<file path="src/rtl/prog_loader_pkg.sv">
// Shared types and constants for the programming-UART loader: FSM/RX state
// encodings and the "TEKN" start sequence.
package prog_loader_pkg;

    localparam logic [31:0] MAGIC    = 32'h4E4B4554;
    localparam logic [7:0]  MAGIC_B0 = MAGIC[7:0];
    localparam logic [7:0]  MAGIC_B1 = MAGIC[15:8];
    localparam logic [7:0]  MAGIC_B2 = MAGIC[23:16];
    localparam logic [7:0]  MAGIC_B3 = MAGIC[31:24];

    typedef enum logic [2:0] {
        S_SYNC,
        S_LEN,
        S_DATA,
        S_CSUM,
        S_DONE
    } load_state_t;

    typedef enum logic [1:0] {
        IDLE,
        START,
        DATA,
        STOP
    } rx_state_t;

    function automatic logic [7:0] magic_byte(input logic [1:0] idx);
        logic [7:0] b;
        case (idx)
            2'd0:    b = MAGIC_B0;
            2'd1:    b = MAGIC_B1;
            2'd2:    b = MAGIC_B2;
            default: b = MAGIC_B3;
        endcase
        return b;
    endfunction

endpackage

</file>
<file path="src/rtl/uart_rx_byte.sv">
// 8N1 UART receiver: 2-FF synchronizer, mid-bit sampling, one-cycle byte_valid_o
// on an accepted stop bit. Bad stop bits drop the byte and wait for line-high.
module uart_rx_byte
    import prog_loader_pkg::*;
#(
    parameter int CLKS_PER_BIT = 1085
) (
    input  logic       clk_i,
    input  logic       rst_i,
    input  logic       rx_i,
    output logic [7:0] byte_o,
    output logic       byte_valid_o
);

    localparam int CW = $clog2(CLKS_PER_BIT);
    localparam logic [CW-1:0] HALF_M1 = CW'(CLKS_PER_BIT / 2 - 1);
    localparam logic [CW-1:0] FULL_M1 = CW'(CLKS_PER_BIT - 1);

    logic            meta_q, sync_q;
    rx_state_t       state_q, state_d;
    logic [CW-1:0]   cnt_q, cnt_d;
    logic [2:0]      bit_q, bit_d;
    logic [7:0]      shift_q, shift_d;
    logic            hold_q, hold_d;
    logic [7:0]      byte_q, byte_d;
    logic            valid_q, valid_d;

    always_comb begin
        state_d = state_q;
        cnt_d   = cnt_q;
        bit_d   = bit_q;
        shift_d = shift_q;
        hold_d  = hold_q;
        byte_d  = byte_q;
        valid_d = 1'b0;
        case (state_q)
            IDLE: begin
                if (!sync_q) begin
                    state_d = START;
                    cnt_d   = '0;
                end
            end
            START: begin
                if (cnt_q == HALF_M1) begin
                    cnt_d   = '0;
                    bit_d   = '0;
                    state_d = sync_q ? IDLE : DATA;
                end else begin
                    cnt_d = cnt_q + CW'(1);
                end
            end
            DATA: begin
                if (cnt_q == FULL_M1) begin
                    cnt_d   = '0;
                    shift_d = {sync_q, shift_q[7:1]};
                    bit_d   = bit_q + 3'd1;
                    if (bit_q == 3'd7) state_d = STOP;
                end else begin
                    cnt_d = cnt_q + CW'(1);
                end
            end
            STOP: begin
                // After a framing error, only a high line re-arms start detection
                if (hold_q) begin
                    if (sync_q) begin
                        hold_d  = 1'b0;
                        state_d = IDLE;
                    end
                end else if (cnt_q == FULL_M1) begin
                    cnt_d = '0;
                    if (sync_q) begin
                        byte_d  = shift_q;
                        valid_d = 1'b1;
                        state_d = IDLE;
                    end else begin
                        hold_d = 1'b1;
                    end
                end else begin
                    cnt_d = cnt_q + CW'(1);
                end
            end
            default: state_d = IDLE;
        endcase
    end

    always_ff @(posedge clk_i or posedge rst_i) begin
        if (rst_i) begin
            meta_q  <= 1'b1;
            sync_q  <= 1'b1;
            state_q <= IDLE;
            cnt_q   <= '0;
            bit_q   <= '0;
            shift_q <= '0;
            hold_q  <= 1'b0;
            byte_q  <= '0;
            valid_q <= 1'b0;
        end else begin
            meta_q  <= rx_i;
            sync_q  <= meta_q;
            state_q <= state_d;
            cnt_q   <= cnt_d;
            bit_q   <= bit_d;
            shift_q <= shift_d;
            hold_q  <= hold_d;
            byte_q  <= byte_d;
            valid_q <= valid_d;
        end
    end

    assign byte_o       = byte_q;
    assign byte_valid_o = valid_q;

endmodule

</file>
<file path="src/rtl/prog_uart_loader.sv">
// Programming-UART loader: syncs on "TEKN", reads a word count, writes LE words to RAM
// from address 0 while holding the SoC in reset. Checksum trailer: PROG_CHECKSUM_EN.
module prog_uart_loader
    import prog_loader_pkg::*;
#(
    parameter int CLKS_PER_BIT   = 1085,
    parameter int RAM_DEPTH      = 131072,
    parameter int TIMEOUT_CYCLES = 12_500_000
) (
    input  logic                         clk_i,
    input  logic                         rst_i,
    input  logic                         prog_rx_i,
    output logic                         mem_we_o,
    output logic [$clog2(RAM_DEPTH)-1:0] mem_addr_o,
    output logic [31:0]                  mem_wdata_o,
    output logic                         system_reset_o,
    output logic                         prog_mode_o,
    output logic                         error_o
);

    localparam int AW = $clog2(RAM_DEPTH);
    localparam int TW = $clog2(TIMEOUT_CYCLES + 1);
    localparam logic [TW-1:0] TO_M1 = TW'(TIMEOUT_CYCLES - 1);

    logic [7:0]  rx_byte;
    logic        rx_valid;
    logic [31:0] word_shift;

    load_state_t state_q, state_d;
    logic [1:0]  midx_q, midx_d;
    logic [1:0]  bcnt_q, bcnt_d;
    logic [31:0] word_q, word_d;
    logic [AW:0] len_q, len_d;
    logic [AW:0] wcnt_q, wcnt_d;
    logic [TW-1:0] idle_q, idle_d;
    logic        we_q, we_d;
    logic [AW-1:0] addr_q, addr_d;
    logic [31:0] wdata_q, wdata_d;
    logic        sysrst_q, sysrst_d;
    logic        prog_q, prog_d;
    logic        err_q, err_d;
`ifdef PROG_CHECKSUM_EN
    logic [31:0] csum_q, csum_d;
`endif

    uart_rx_byte #(
        .CLKS_PER_BIT(CLKS_PER_BIT)
    ) u_rx (
        .clk_i       (clk_i),
        .rst_i       (rst_i),
        .rx_i        (prog_rx_i),
        .byte_o      (rx_byte),
        .byte_valid_o(rx_valid)
    );

    // Little-endian assembly: each new byte enters at the top and shifts down
    assign word_shift = {rx_byte, word_q[31:8]};

    always_comb begin
        state_d  = state_q;
        midx_d   = midx_q;
        bcnt_d   = bcnt_q;
        word_d   = word_q;
        len_d    = len_q;
        wcnt_d   = wcnt_q;
        idle_d   = '0;
        we_d     = 1'b0;
        addr_d   = addr_q;
        wdata_d  = wdata_q;
        sysrst_d = sysrst_q;
        prog_d   = prog_q;
        err_d    = err_q;
`ifdef PROG_CHECKSUM_EN
        csum_d   = csum_q;
`endif
        if (state_q == S_LEN || state_q == S_DATA || state_q == S_CSUM)
            idle_d = rx_valid ? '0 : idle_q + TW'(1);

        case (state_q)
            S_SYNC: begin
                if (rx_valid) begin
                    if (rx_byte == magic_byte(midx_q)) begin
                        if (midx_q == 2'd3) begin
                            midx_d   = '0;
                            bcnt_d   = '0;
                            state_d  = S_LEN;
                            prog_d   = 1'b1;
                            sysrst_d = 1'b0;
                        end else begin
                            midx_d = midx_q + 2'd1;
                        end
                    end else begin
                        midx_d = (rx_byte == MAGIC_B0) ? 2'd1 : 2'd0;
                    end
                end
            end
            S_LEN: begin
                if (rx_valid) begin
                    word_d = word_shift;
                    bcnt_d = bcnt_q + 2'd1;
                    if (bcnt_q == 2'd3) begin
                        if (word_shift == 32'd0) begin
                            state_d = S_DONE;
                        end else if (word_shift > 32'(RAM_DEPTH)) begin
                            err_d    = 1'b1;
                            state_d  = S_SYNC;
                            prog_d   = 1'b0;
                            sysrst_d = 1'b1;
                        end else begin
                            len_d   = word_shift[AW:0];
                            wcnt_d  = '0;
                            state_d = S_DATA;
`ifdef PROG_CHECKSUM_EN
                            csum_d  = '0;
`endif
                        end
                    end
                end
            end
            S_DATA: begin
                if (rx_valid) begin
                    word_d = word_shift;
                    bcnt_d = bcnt_q + 2'd1;
                    if (bcnt_q == 2'd3) begin
                        we_d    = 1'b1;
                        addr_d  = wcnt_q[AW-1:0];
                        wdata_d = word_shift;
                        wcnt_d  = wcnt_q + (AW+1)'(1);
`ifdef PROG_CHECKSUM_EN
                        csum_d  = csum_q + word_shift;
                        if (wcnt_q + (AW+1)'(1) == len_q) state_d = S_CSUM;
`else
                        if (wcnt_q + (AW+1)'(1) == len_q) state_d = S_DONE;
`endif
                    end
                end
            end
`ifdef PROG_CHECKSUM_EN
            S_CSUM: begin
                if (rx_valid) begin
                    word_d = word_shift;
                    bcnt_d = bcnt_q + 2'd1;
                    if (bcnt_q == 2'd3) begin
                        if (word_shift != csum_q) err_d = 1'b1;
                        state_d = S_DONE;
                    end
                end
            end
`endif
            S_DONE: begin
                prog_d   = 1'b0;
                sysrst_d = 1'b1;
                state_d  = S_SYNC;
            end
            default: state_d = S_SYNC;
        endcase

        // Link went silent mid-load: abandon it, keep whatever was already written
        if ((state_q == S_LEN || state_q == S_DATA || state_q == S_CSUM) &&
            !rx_valid && idle_q == TO_M1) begin
            err_d    = 1'b1;
            state_d  = S_SYNC;
            midx_d   = '0;
            prog_d   = 1'b0;
            sysrst_d = 1'b1;
        end
    end

    always_ff @(posedge clk_i or posedge rst_i) begin
        if (rst_i) begin
            state_q  <= S_SYNC;
            midx_q   <= '0;
            bcnt_q   <= '0;
            word_q   <= '0;
            len_q    <= '0;
            wcnt_q   <= '0;
            idle_q   <= '0;
            we_q     <= 1'b0;
            addr_q   <= '0;
            wdata_q  <= '0;
            sysrst_q <= 1'b1;
            prog_q   <= 1'b0;
            err_q    <= 1'b0;
`ifdef PROG_CHECKSUM_EN
            csum_q   <= '0;
`endif
        end else begin
            state_q  <= state_d;
            midx_q   <= midx_d;
            bcnt_q   <= bcnt_d;
            word_q   <= word_d;
            len_q    <= len_d;
            wcnt_q   <= wcnt_d;
            idle_q   <= idle_d;
            we_q     <= we_d;
            addr_q   <= addr_d;
            wdata_q  <= wdata_d;
            sysrst_q <= sysrst_d;
            prog_q   <= prog_d;
            err_q    <= err_d;
`ifdef PROG_CHECKSUM_EN
            csum_q   <= csum_d;
`endif
        end
    end

    assign mem_we_o       = we_q;
    assign mem_addr_o     = addr_q;
    assign mem_wdata_o    = wdata_q;
    assign system_reset_o = sysrst_q;
    assign prog_mode_o    = prog_q;
    assign error_o        = err_q;

endmodule

</file>
<file path="config.mk">
export PLATFORM = sky130hd
export DESIGN_NAME = prog_uart_loader
export DESIGN_NICKNAME = d
export VERILOG_FILES = /design/src/rtl/prog_loader_pkg.sv /design/src/rtl/uart_rx_byte.sv /design/src/rtl/prog_uart_loader.sv
export SDC_FILE = /design/constraint.sdc
export NUM_CORES = 1
export LEC_CHECK = 0
export CAP_MARGIN = 20
export CORE_MARGIN = 2
export CORE_UTILIZATION = 50
export CTS_CLUSTER_SIZE = 40
export DETAILED_ROUTE_END_ITERATION = 12
export GPL_ROUTABILITY_DRIVEN = 0
export PLACE_DENSITY = 0.69
export SLEW_MARGIN = 20
export SYNTH_ARGS = -nofsm -noshare
export SYNTH_HDL_FRONTEND = slang
export SYNTH_SLANG_ARGS = --single-unit
</file>
<file path="constraint.sdc">
create_clock -name clk_i -period 10.3 [get_ports clk_i]
set_clock_uncertainty 0.1 [all_clocks]
set_input_delay 1.03 -clock clk_i [delete_from_list [all_inputs] [get_ports clk_i]]
set_output_delay 1.03 -clock clk_i [all_outputs]
set_load 0.005 [all_outputs]
</file>
==> flow_metrics.env <==
export IMPL_clk_pin_slew_ns=0.07
export IMPL_synthArstFlopShare_pct=100
export IMPL_core_area_um2=17200
export IMPL_r2r_cells=5
export IMPL_grt_overflow_total=0
export IMPL_synthesis_area_um2=8720
export IMPL_power_total_uw=1380
export IMPL_yosys_area_top_type_share_pct=50.8
export IMPL_tns_ns=0
export IMPL_synth_top_family_by_area="simple AND/OR/NAND/NOR gates"
export IMPL_worstPathRequired_ns=10.52
export IMPL_synth_warnings=0
export IMPL_clock_latency_ns=0.43
export IMPL_final_antenna_net_count=0
export IMPL_routed_wl_mm=17.8
export IMPL_wl_per_cell_um=15.5
export IMPL_firstDrtPassIters=4
export IMPL_die_h_um=136
export IMPL_synth_fa_ha_area_share_pct=2.30
export IMPL_synthTopCellsByArea="dfrtp_1 (51%), nand2_1 (8.4%), mux2_2 (6.5%)"
export IMPL_clock_sinks=180
export IMPL_dieArea_um2=18500
export IMPL_nets=923
export IMPL_worst_setup_path_type="register to register"
export IMPL_synth_nets=883
export IMPL_drt_drc_violations_left=0
export IMPL_avgSynthCellArea_um2=10.1
export IMPL_diodes=0
export IMPL_synthTopCellsByCount="nand2_1 (194), dfrtp_1 (177), nor2_1 (69)"
export IMPL_maxCapViolations=0
export IMPL_timing_rr_end="len_q[1]$_DFFE_PP0P_"
export IMPL_period_needed_ns=3.05
export IMPL_slew_headroom_pct=39.5
export IMPL_finalHoldViolations=0
export IMPL_vias=6229
export IMPL_synth_top_area_cell="dfrtp_1"
export IMPL_drive_gt1_share_pct=12.3
export IMPL_die_x_um=136
export IMPL_ir_worst_vdd_uv=110
export IMPL_hold_path_end="u_rx.sync_q$_DFF_PP1_"
export IMPL_cts_resized=0
export IMPL_synth_compound_area_share_pct=8.51
export IMPL_dr_first_iter_drc_count=451
export IMPL_row_count=48
export IMPL_cts_tree="yes"
export IMPL_worstSetupStartpointType="register"
export IMPL_p_leak_uw=0.00469
export IMPL_reg2reg_slack_ns=7.25
export IMPL_synth_cell_type_count=67
export IMPL_rsz0062_at_grt="no"
export IMPL_tightest_slew_ns=0.907
export IMPL_ys_seq_elements=180
export IMPL_yosysSeqAreaShare_pct=51.7
export IMPL_grt_usage_pct=20.2
export IMPL_clockRootBuffer="clkbuf_16"
export IMPL_p_per_area_nw_per_um2=138
export IMPL_hold_depth=0
export IMPL_io_buffers=55
export IMPL_hpwl_mm=11.7
export IMPL_endpoint_kind="register"
export IMPL_synth_most_common_cell="nand2_1"
export IMPL_fin_crit_sh_pct=29.7
export IMPL_muxShareOfSynthArea_pct=8.53
export IMPL_post_cts_setup_buffers=0
export IMPL_cts_max_path_buffers=2
export IMPL_r2r_start="word_q[28]$_DFFE_PP0P_"
export IMPL_synthSimpleGateAreaFrac_pct=20.4
export IMPL_grt_pass1_wl_mm=29.5
export IMPL_worst_ep_arrival_time_ns=3.27
export IMPL_area_delta_synth_final_pct=14.7
export IMPL_max_freq_mhz=327
export IMPL_status="complete, no violations"
export IMPL_htreeDepth=4
export IMPL_cts_made_buffers=17
export IMPL_vias_per_cell=5.45
export IMPL_finalSetupViolCount=0
export IMPL_worstHoldStart="u_rx.meta_q$_DFF_PP1_"
export IMPL_synth_edf_count=0
export IMPL_hp_class="register to register"
export IMPL_slew_viol_final=0
export IMPL_cts_hold_buf=0
export IMPL_pin_count=56
export IMPL_syn_inst=864
export IMPL_antenna_found_initial=0
export IMPL_start_util_pct=50.7
export IMPL_synth_xor_area_share_pct=5.53
export IMPL_grt_max_degree=119
export IMPL_grt_pass1_vias=5758
export IMPL_crit_fanout=18
export IMPL_synth_flop_cell="dfrtp_1"
-- how the worst max path moves through the flow --
stage,start,to,slack (ns),cells after the start
2_1_floorplan,rst_i,async pin,4.29,1
3_3_place_gp,rst_i,word_q[25]$_DFFE_PP0P_,7.02,3
3_5_place_dp,rst_i,word_q[25]$_DFFE_PP0P_,7.01,3
4_1_cts,word_q[28]$_DFFE_PP0P_,len_q[1]$_DFFE_PP0P_,7.20,5
5_1_grt,state_q[1]$_DFFE_PP0P_,prog_mode_o$_DFFE_PP0P_,6.97,7
6_report,word_q[28]$_DFFE_PP0P_,len_q[1]$_DFFE_PP0P_,7.25,5
-- cell families after synthesis --
family          after synthesis
simple gates                382
flops                       180
compound gates              110
mux                          63
buf+inv                      58
xor+xnor                     55
fa+ha+maj                    16
-- cells in the final DEF (no fill, tap or decap), types with 7 or more instances in the layout --
cell type / count
nor2_1: 68
clkdlybuf4s50_1: 55
ha_1: 16
nand3_1: 15
nor3b_1: 7
dfrtp_1: 177
nand4_1: 18
a21oi_1: 22
xor2_1: 23
xnor2_1: 32
mux2_4: 10
nand2_1: 194
clkbuf_16: 17
inv_1: 18
nand2b_1: 7
a31oi_1: 19
and3_1: 10
nor4_1: 11
nor3_1: 13
or3_1: 8
o21ai_0: 27
mux2_2: 50
-- metal layers --
metal	wire (um)	vias to the layer above	GRT usage, %
met5	0	-	0
met4	259	0	6.71
met3	610	18	3.84
met2	8020	125	29.8
met1	8860	3026	30.1
li1	-	3060	-
-- worst max-delay path: stages (launching register included) --
cell	delay [ns]
dfrtp_1	0.42
nor4_1	0.33
nand4_1	0.26
o41ai_1	0.63
or3_1	0.77
mux2_2	0.41
-- per-stage QoR --
| stage | instances | cell area (um2) | hold WS, ns | utilization (%) | setup slack, ns |
|---|---|---|---|---|---|
| after global placement | 1110 | 9400 | 0.246 | 54.7 | 7.02 |
| after floorplan | 864 | 8720 | 0.245 | - | 4.29 |
| after CTS | 1142 | 10000 | 0.256 | 58.2 | 7.20 |
| after detailed placement | 1110 | 9400 | 0.247 | 54.7 | 7.01 |
| final | 1142 | 10000 | 0.256 | 58.2 | 7.25 |
| after global routing | 1142 | 10000 | 0.266 | 58.2 | 6.97 |
-- final cells by class --
type / count / area, um2
well taps: 225 / 282
flip-flops and latches: 180 / 4510
clock buffers: 19 / 453
inverters: 20 / 82.6
repair buffers: 59 / 581
clock inverters: 13 / 146
fillers: 1544 / 7180
multi-input cells: 626 / 3950
-- registers in the layout, indices dropped and copies added (netlist names), 2 cells and up, named ones only --
| register | cells |
|---|---|
| word_q | 24 |
| wcnt_q | 18 |
| state_q | 3 |
| u_rx.bit_q | 3 |
| u_rx.cnt_q | 11 |
| u_rx.byte_o | 8 |
| midx_q | 2 |
| len_q | 18 |
| bcnt_q | 2 |
| idle_q | 24 |
| mem_addr_o | 17 |
| mem_wdata_o | 32 |
| u_rx.shift_q | 8 |
-- where the power goes --
group | switching [uW] | internal (uW) | total, uW | leakage (uW)
registers | 0.541 | 707 | 708 | 0.00249
logic | 13.5 | 1.21 | 14.7 | 0.00191
clock network | 285 | 374 | 659 | 0.000296
Note: power is estimated with default switching activity, not from simulation.
==> edit 1: new RTL, config.mk and constraints unchanged <==
Re-encode `rx_state_t` (4 states) as Gray code, 2 bits wide.
--- a/src/rtl/prog_loader_pkg.sv
+++ b/src/rtl/prog_loader_pkg.sv
@@ -17,10 +17,10 @@
     } load_state_t;
 
     typedef enum logic [1:0] {
-        IDLE,
-        START,
-        DATA,
-        STOP
+        IDLE  = 2'b00,
+        START = 2'b01,
+        DATA  = 2'b11,
+        STOP  = 2'b10
     } rx_state_t;
 
     function automatic logic [7:0] magic_byte(input logic [1:0] idx);
Behaviour: no difference found for any inputs over 10 cycles, from zero or initial values and one cycle with rst_i high; not proved beyond that.
==> edit 1 against the unedited design <==
Final area fell by 2.8%. Clock power down 6.1%. Area after synthesis fell by 2.6%. Routed wire length shrank 2.2%. Sequential cell count unchanged. Power fell by 2.9%. Worst setup slack got worse by 0.023 ns. Die area is 2.5% lower. Sequential share of layout area rose by 1.3 points. Largest cell class unchanged. Largest power group unchanged.
==> edit 1: results (changes against the unedited design) <==
Detailed routing
  – First-iteration detailed-routing DRC count: 301 (-33%)
  – Routed wire length: 17400 microns (-2.2%)
  – DR vias: 6162 (-1.1%)
  – Pre-antenna DRT Iters: 4 (unchanged)

Yosys
  – FFs w/ async S/R, synth: 100% (unchanged)
  – Synth cell types: 66 (-1.5%)
  – Area contributors post-synth: dfrtp_1 (52%), nand2_1 (9.2%), mux2_2 (6.6%)
  – Seq/Total Area, Yosys: 53.1% (+1.4 points)
  – Synthesized area per cell: 9.89 sq um (-2.0%)
  – Syn_nets: 873 (-1.1%)
  – Commonest cells post-synth: nand2_1 (209), dfrtp_1 (177), mux2_2 (50), nor2_1 (49), a21oi_1 (37)

GRT
  – All-Layer GR Usage: 20.6% (+0.38 points)
  – Vias in the first global route: 5935 (+3.1%)
  – First-pass GRT wire length: 29800 microns (+0.89%)
  – Largest net degree at the start of global routing: 75 (-37%)

Layout
  – Fin nets: 907 (-1.7%)
  – Non-Filler Instances: 1126 (-1.4%)
  – Diodes inserted: 0 (unchanged)
  – Layout fillers: 1486 (-3.8%)
  – Max reg flops: 32 (unchanged)
  – Share of cells above drive strength 1: 11.7% (-0.62 points)

Critical path
  – R2r setup slk: 7.22 ns (-0.02 ns)
  – Crit path launch: word_q[10]
  – CP max FO: 19 (+1)
  – Worst Reg-to-Reg Cells: 5 (unchanged)
  – Reg-to-reg endpoint: len_q[1]

CTS
  – Clock-pin slew on the worst setup and hold paths: 0.06 ns
  – Worst-skew pair later-pin latency: 0.43 ns (about the same)
  – CTS root buffer: clkbuf_16
  – Worst-case clock buffer depth: 2 (unchanged)
  – CTS buffer count: 17 (unchanged)

Placed design
  – DP HPWL: 11500 microns (-1.4%)

Power and ir drop
  – Maximum vdd drop: 0.120 mV (+8.9%)
  – PwrDens: 138 mW/mm^2 (about the same)
  – Internal power contribution: 1.05 mW (-2.7%)
  – Leakage: 4.52 nW (-3.8%)

STA
  – Slew @ Worst Pin: 1.06 ns (+0.154 ns)
  – Worst hold slack: 0.258 ns (+0.00276 ns)
  – Final hold viol count: 0 (unchanged)

Status
  – Status: completed

Hold path
  – Hold Crit Class: flop to flop
  – Hold path startpoint: u_rx.meta_q
  – Hold depth: 0 (unchanged)
-- edit 1: changes by cell type in the layout (fill, tap and decap cells not counted), moves of 7 or more --
cell / unedited run / this run
inv_1: 18 / 9
mux2_4: 10 / 1
nand3_1: 15 / 22
nand2_1: 194 / 209
nor2_1: 68 / 49
a21oi_1: 22 / 36
-- edit 1: area by class of cell --
class | instances | area, sq um | area share (%)
Inverter | 12 | 50.0 | 0.515
Sequential cell | 180 | 4510 | 46.4
Timing Repair Buffer | 60 | 588 | 6.05
Tap cell | 220 | 275 | 2.83
Multi-Input combinational cell | 622 | 3730 | 38.4
Clock buffer | 20 | 457 | 4.70
Clock inverter | 12 | 106 | 1.09
-- edit 1: layer usage --
layer | vias up | part of all wire, % | global-route usage (%) | wire length, microns
met5 | - | 0 | 0 | 0
met3 | 21 | 2.7 | 3.74 | 467
li1 | 3028 | - | - | -
met1 | 3025 | 49 | 28.8 | 8450
met4 | 0 | 1.9 | 7.19 | 329
met2 | 88 | 47 | 32.6 | 8100
-- edit 1: how the worst max path moves through the flow --
stage / end / slack, ns
final: len_q[1] / 7.22
after global routing: word_q[16] / 6.87
after CTS: len_q[6] / 7.14
after detailed placement: bcnt_q[1] / 6.68
after global placement: bcnt_q[1] / 6.69
after floorplan: bcnt_q[0] / 4.29
-- edit 1: worst max-delay path, stage by stage (launching register included) --
cell      delay (ns)
dfrtp_1         0.43
nor4_1          0.44
nand4_1         0.20
o21ai_0         0.35
nand4b_1        0.85
mux2_2          0.59
-- edit 1: per-stage QoR --
stage	total power, mW	util (%)	instance area, sq um	worst slack (ns)
5_1_grt	1.39	58.6	9720	6.87
6_report	1.34	58.6	9720	7.22
3_5_place_dp	0.737	55.2	9150	6.68
4_1_cts	1.35	58.6	9720	7.14
2_1_floorplan	0.732	-	8490	4.29
3_3_place_gp	0.737	55.2	9150	6.69
-- edit 1: power groups by stage --
stage | Combinational [mW] | Sequential, mW | Clock, mW
floorplan | 0.0103 | 0.721 | 0
global placement | 0.0158 | 0.721 | 0
detailed placement | 0.0159 | 0.721 | 0
CTS | 0.0159 | 0.708 | 0.630
global route | 0.0179 | 0.707 | 0.663
finish | 0.0147 | 0.708 | 0.619
-- edit 1: cells by family after synthesis --
logic type | after synthesis | share of synthesized area, %
AOI/OAI and AO/OA | 117 | 8.46
xor gates and xnor gates | 47 | 4.85
buffers and inverters | 57 | 3.09
DFF | 180 | 53.1
muxes | 53 | 7.04
adders and majority gates | 11 | 1.62
and+or+nand+nor | 394 | 21.9
==> edit 2: new RTL, same flow settings <==
Without the edit above. Change the parameter `RAM_DEPTH` from 131072 to 65536.
--- a/src/rtl/prog_uart_loader.sv
+++ b/src/rtl/prog_uart_loader.sv
@@ -4,7 +4,7 @@
     import prog_loader_pkg::*;
 #(
     parameter int CLKS_PER_BIT   = 1085,
-    parameter int RAM_DEPTH      = 131072,
+    parameter int RAM_DEPTH      = 65536,
     parameter int TIMEOUT_CYCLES = 12_500_000
 ) (
     input  logic                         clk_i,
Ports: changed (resized mem_addr_o); port bits go from 56 to 55. The function was not compared with the original's and may differ.
==> edit 2 against the unedited design <==
Power is 4.5% lower. Die area shrank 1.2%. Routed wire length decreased by 0.64%. Worst setup slack got worse by 0.013 ns. Non-clock buffer count shrank 3. Highest routed layer unchanged. Largest power group unchanged. Sequential power is 2% lower. Area after synthesis fell by 1.3%. Critical path type unchanged. Final area decreased by 2.0%. Sequential cell count decreased by 3.
==> edit 2: results (changes against the unedited design) <==
Layout
  – Diodes inserted: 0 (unchanged)
  – Share of cells above drive strength 1: 12.6% (+0.30 points)
  – Layout fillers: 1446 (-6.3%)
  – Fin nets: 910 (-1.4%)
  – Register Area: 0.00443 sq mm (-1.7%)
  – Max reg flops: 32 (unchanged)

Critical path
  – Reg2reg start: wcnt_q[0]
  – R2r setup slk: 7.23 ns (about the same)
  – WS Path Type: flop to flop
  – CP Data Arrival Time: 3.28 ns (about the same)
  – Worst Reg-to-Reg Cells: 8 (+3)
  – CP max FO: 10 (-8)
  – Reg-to-reg endpoint: state_q[1]

GRT
  – All-Layer GR Usage: 20.7% (+0.45 points)
  – Initial antenna violation count: 0 (unchanged)
  – First-pass GRT wire length: 30200 microns (+2.3%)
  – Largest net degree at the start of global routing: 107 (-10%)

CTS
  – CTS buffer count: 17 (unchanged)
  – CTS root buffer: clkbuf_16
  – Clock-pin slew on the worst setup and hold paths: 0.06 ns
  – Worst-case clock buffer depth: 2 (unchanged)
  – Htree depth: 4 (unchanged)
  – Post-CTS setup buffers: 0 (unchanged)

Yosys
  – Area contributors post-synth: dfrtp_1 (51%), nand2_1 (7.9%), mux2_2 (7.5%)
  – Synth cell types: 83 (+24%)
  – Syn_nets: 874 (-1.0%)
  – Seq/Total Area, Yosys: 51.5% (-0.21 points)
  – FFs w/ async S/R, synth: 100% (unchanged)
  – Synth Warn #: 0 (unchanged)
  – Commonest cells post-synth: nand2_1 (181), dfrtp_1 (174), mux2_2 (57), nor2_1 (53), o21ai_0 (51)
  – Mapped Cells: 855 (-1.0%)
  – Number of synthesized flops with an enable pin: 0 (unchanged)

Detailed routing
  – DR vias: 6129 (-1.6%)
  – DR vias/cell: 5.46 (about the same)
  – Pre-antenna DRT Iters: 4 (unchanged)
  – Avg WL per Cell: 15.7 microns (+1.0%)
  – First-iteration detailed-routing DRC count: 367 (-19%)

Hold path
  – Hold Crit Class: flop to flop

STA
  – Fmax: 326 MHz (-0.43%)
  – Worst hold slack: 0.255 ns (-0.000156 ns)
  – Max-slew headroom: 25.6% (-14 points)

Placed design
  – Dpl cells: 1092 (-1.6%)
  – DP HPWL: 11600 microns (-0.85%)
  – Worst slack at placement: 6.98 ns (-0.0279 ns)
  – Placed instance area: 0.00925 sq mm (-1.5%)
  – Buffers on Ports: 54 (-1.8%)

Power and ir drop
  – Maximum vdd drop: 0.120 mV (+9.0%)
  – Leakage: 4.59 nW (-2.1%)

Status
  – Status: completed
[edit 2: kinds of logic after synthesis]
group | count (synthesis) | synth area share [%]
AND/OR/NAND/NOR | 375 | 21.4
buffers and inverters | 62 | 3.27
XOR/XNOR | 36 | 3.66
flip-flops | 177 | 51.5
adder cells (fa/ha/maj) | 16 | 2.33
multiplexers | 62 | 8.10
AO/OA/AOI/OAI | 127 | 9.73
[edit 2: worst min-delay path by stage]
stage,to,startpoint,cells after the start
2_1_floorplan,u_rx.sync_q,u_rx.meta_q,0
3_3_place_gp,u_rx.sync_q,u_rx.meta_q,0
3_5_place_dp,u_rx.sync_q,u_rx.meta_q,0
4_1_cts,u_rx.sync_q,u_rx.meta_q,0
5_1_grt,u_rx.sync_q,u_rx.meta_q,0
6_report,u_rx.sync_q,u_rx.meta_q,0
[edit 2: critical path, stage by stage (launching register included)]
cell and delay (ns):
dfrtp_1 0.53, ha_1 0.36, nand3_4 0.19, or4_1 0.56, o21ai_1 0.13, nand4_1 0.13, nor4_2 0.50, a2111oi_4 0.14
mux2_4 0.32
[edit 2: area by class of cell]
cell class	count	area share (%)
Sequential cell	177	45.2
Timing Repair Buffer	56	5.67
Multi-Input combinational cell	616	39.8
Inverter	23	0.932
Clock inverter	9	0.843
Clock buffer	22	4.74
Tap cell	220	2.81
[edit 2: power breakdown]
part | total (mW) | switching, mW | internal [mW]
Combinational | 0.0142 | 0.0131 | 0.00112
Clock | 0.609 | 0.266 | 0.344
Sequential | 0.696 | 0.000377 | 0.696
Total | 1.32 | 0.279 | 1.04
[edit 2: layer usage]
layer	vias to the layer above	routed length, microns	GRT usage [%]
met1	2971	8300	28.1
met4	0	241	6.66
met2	87	8540	33.9
met5	-	0	0
met3	21	547	3.89
li1	3050	-	-
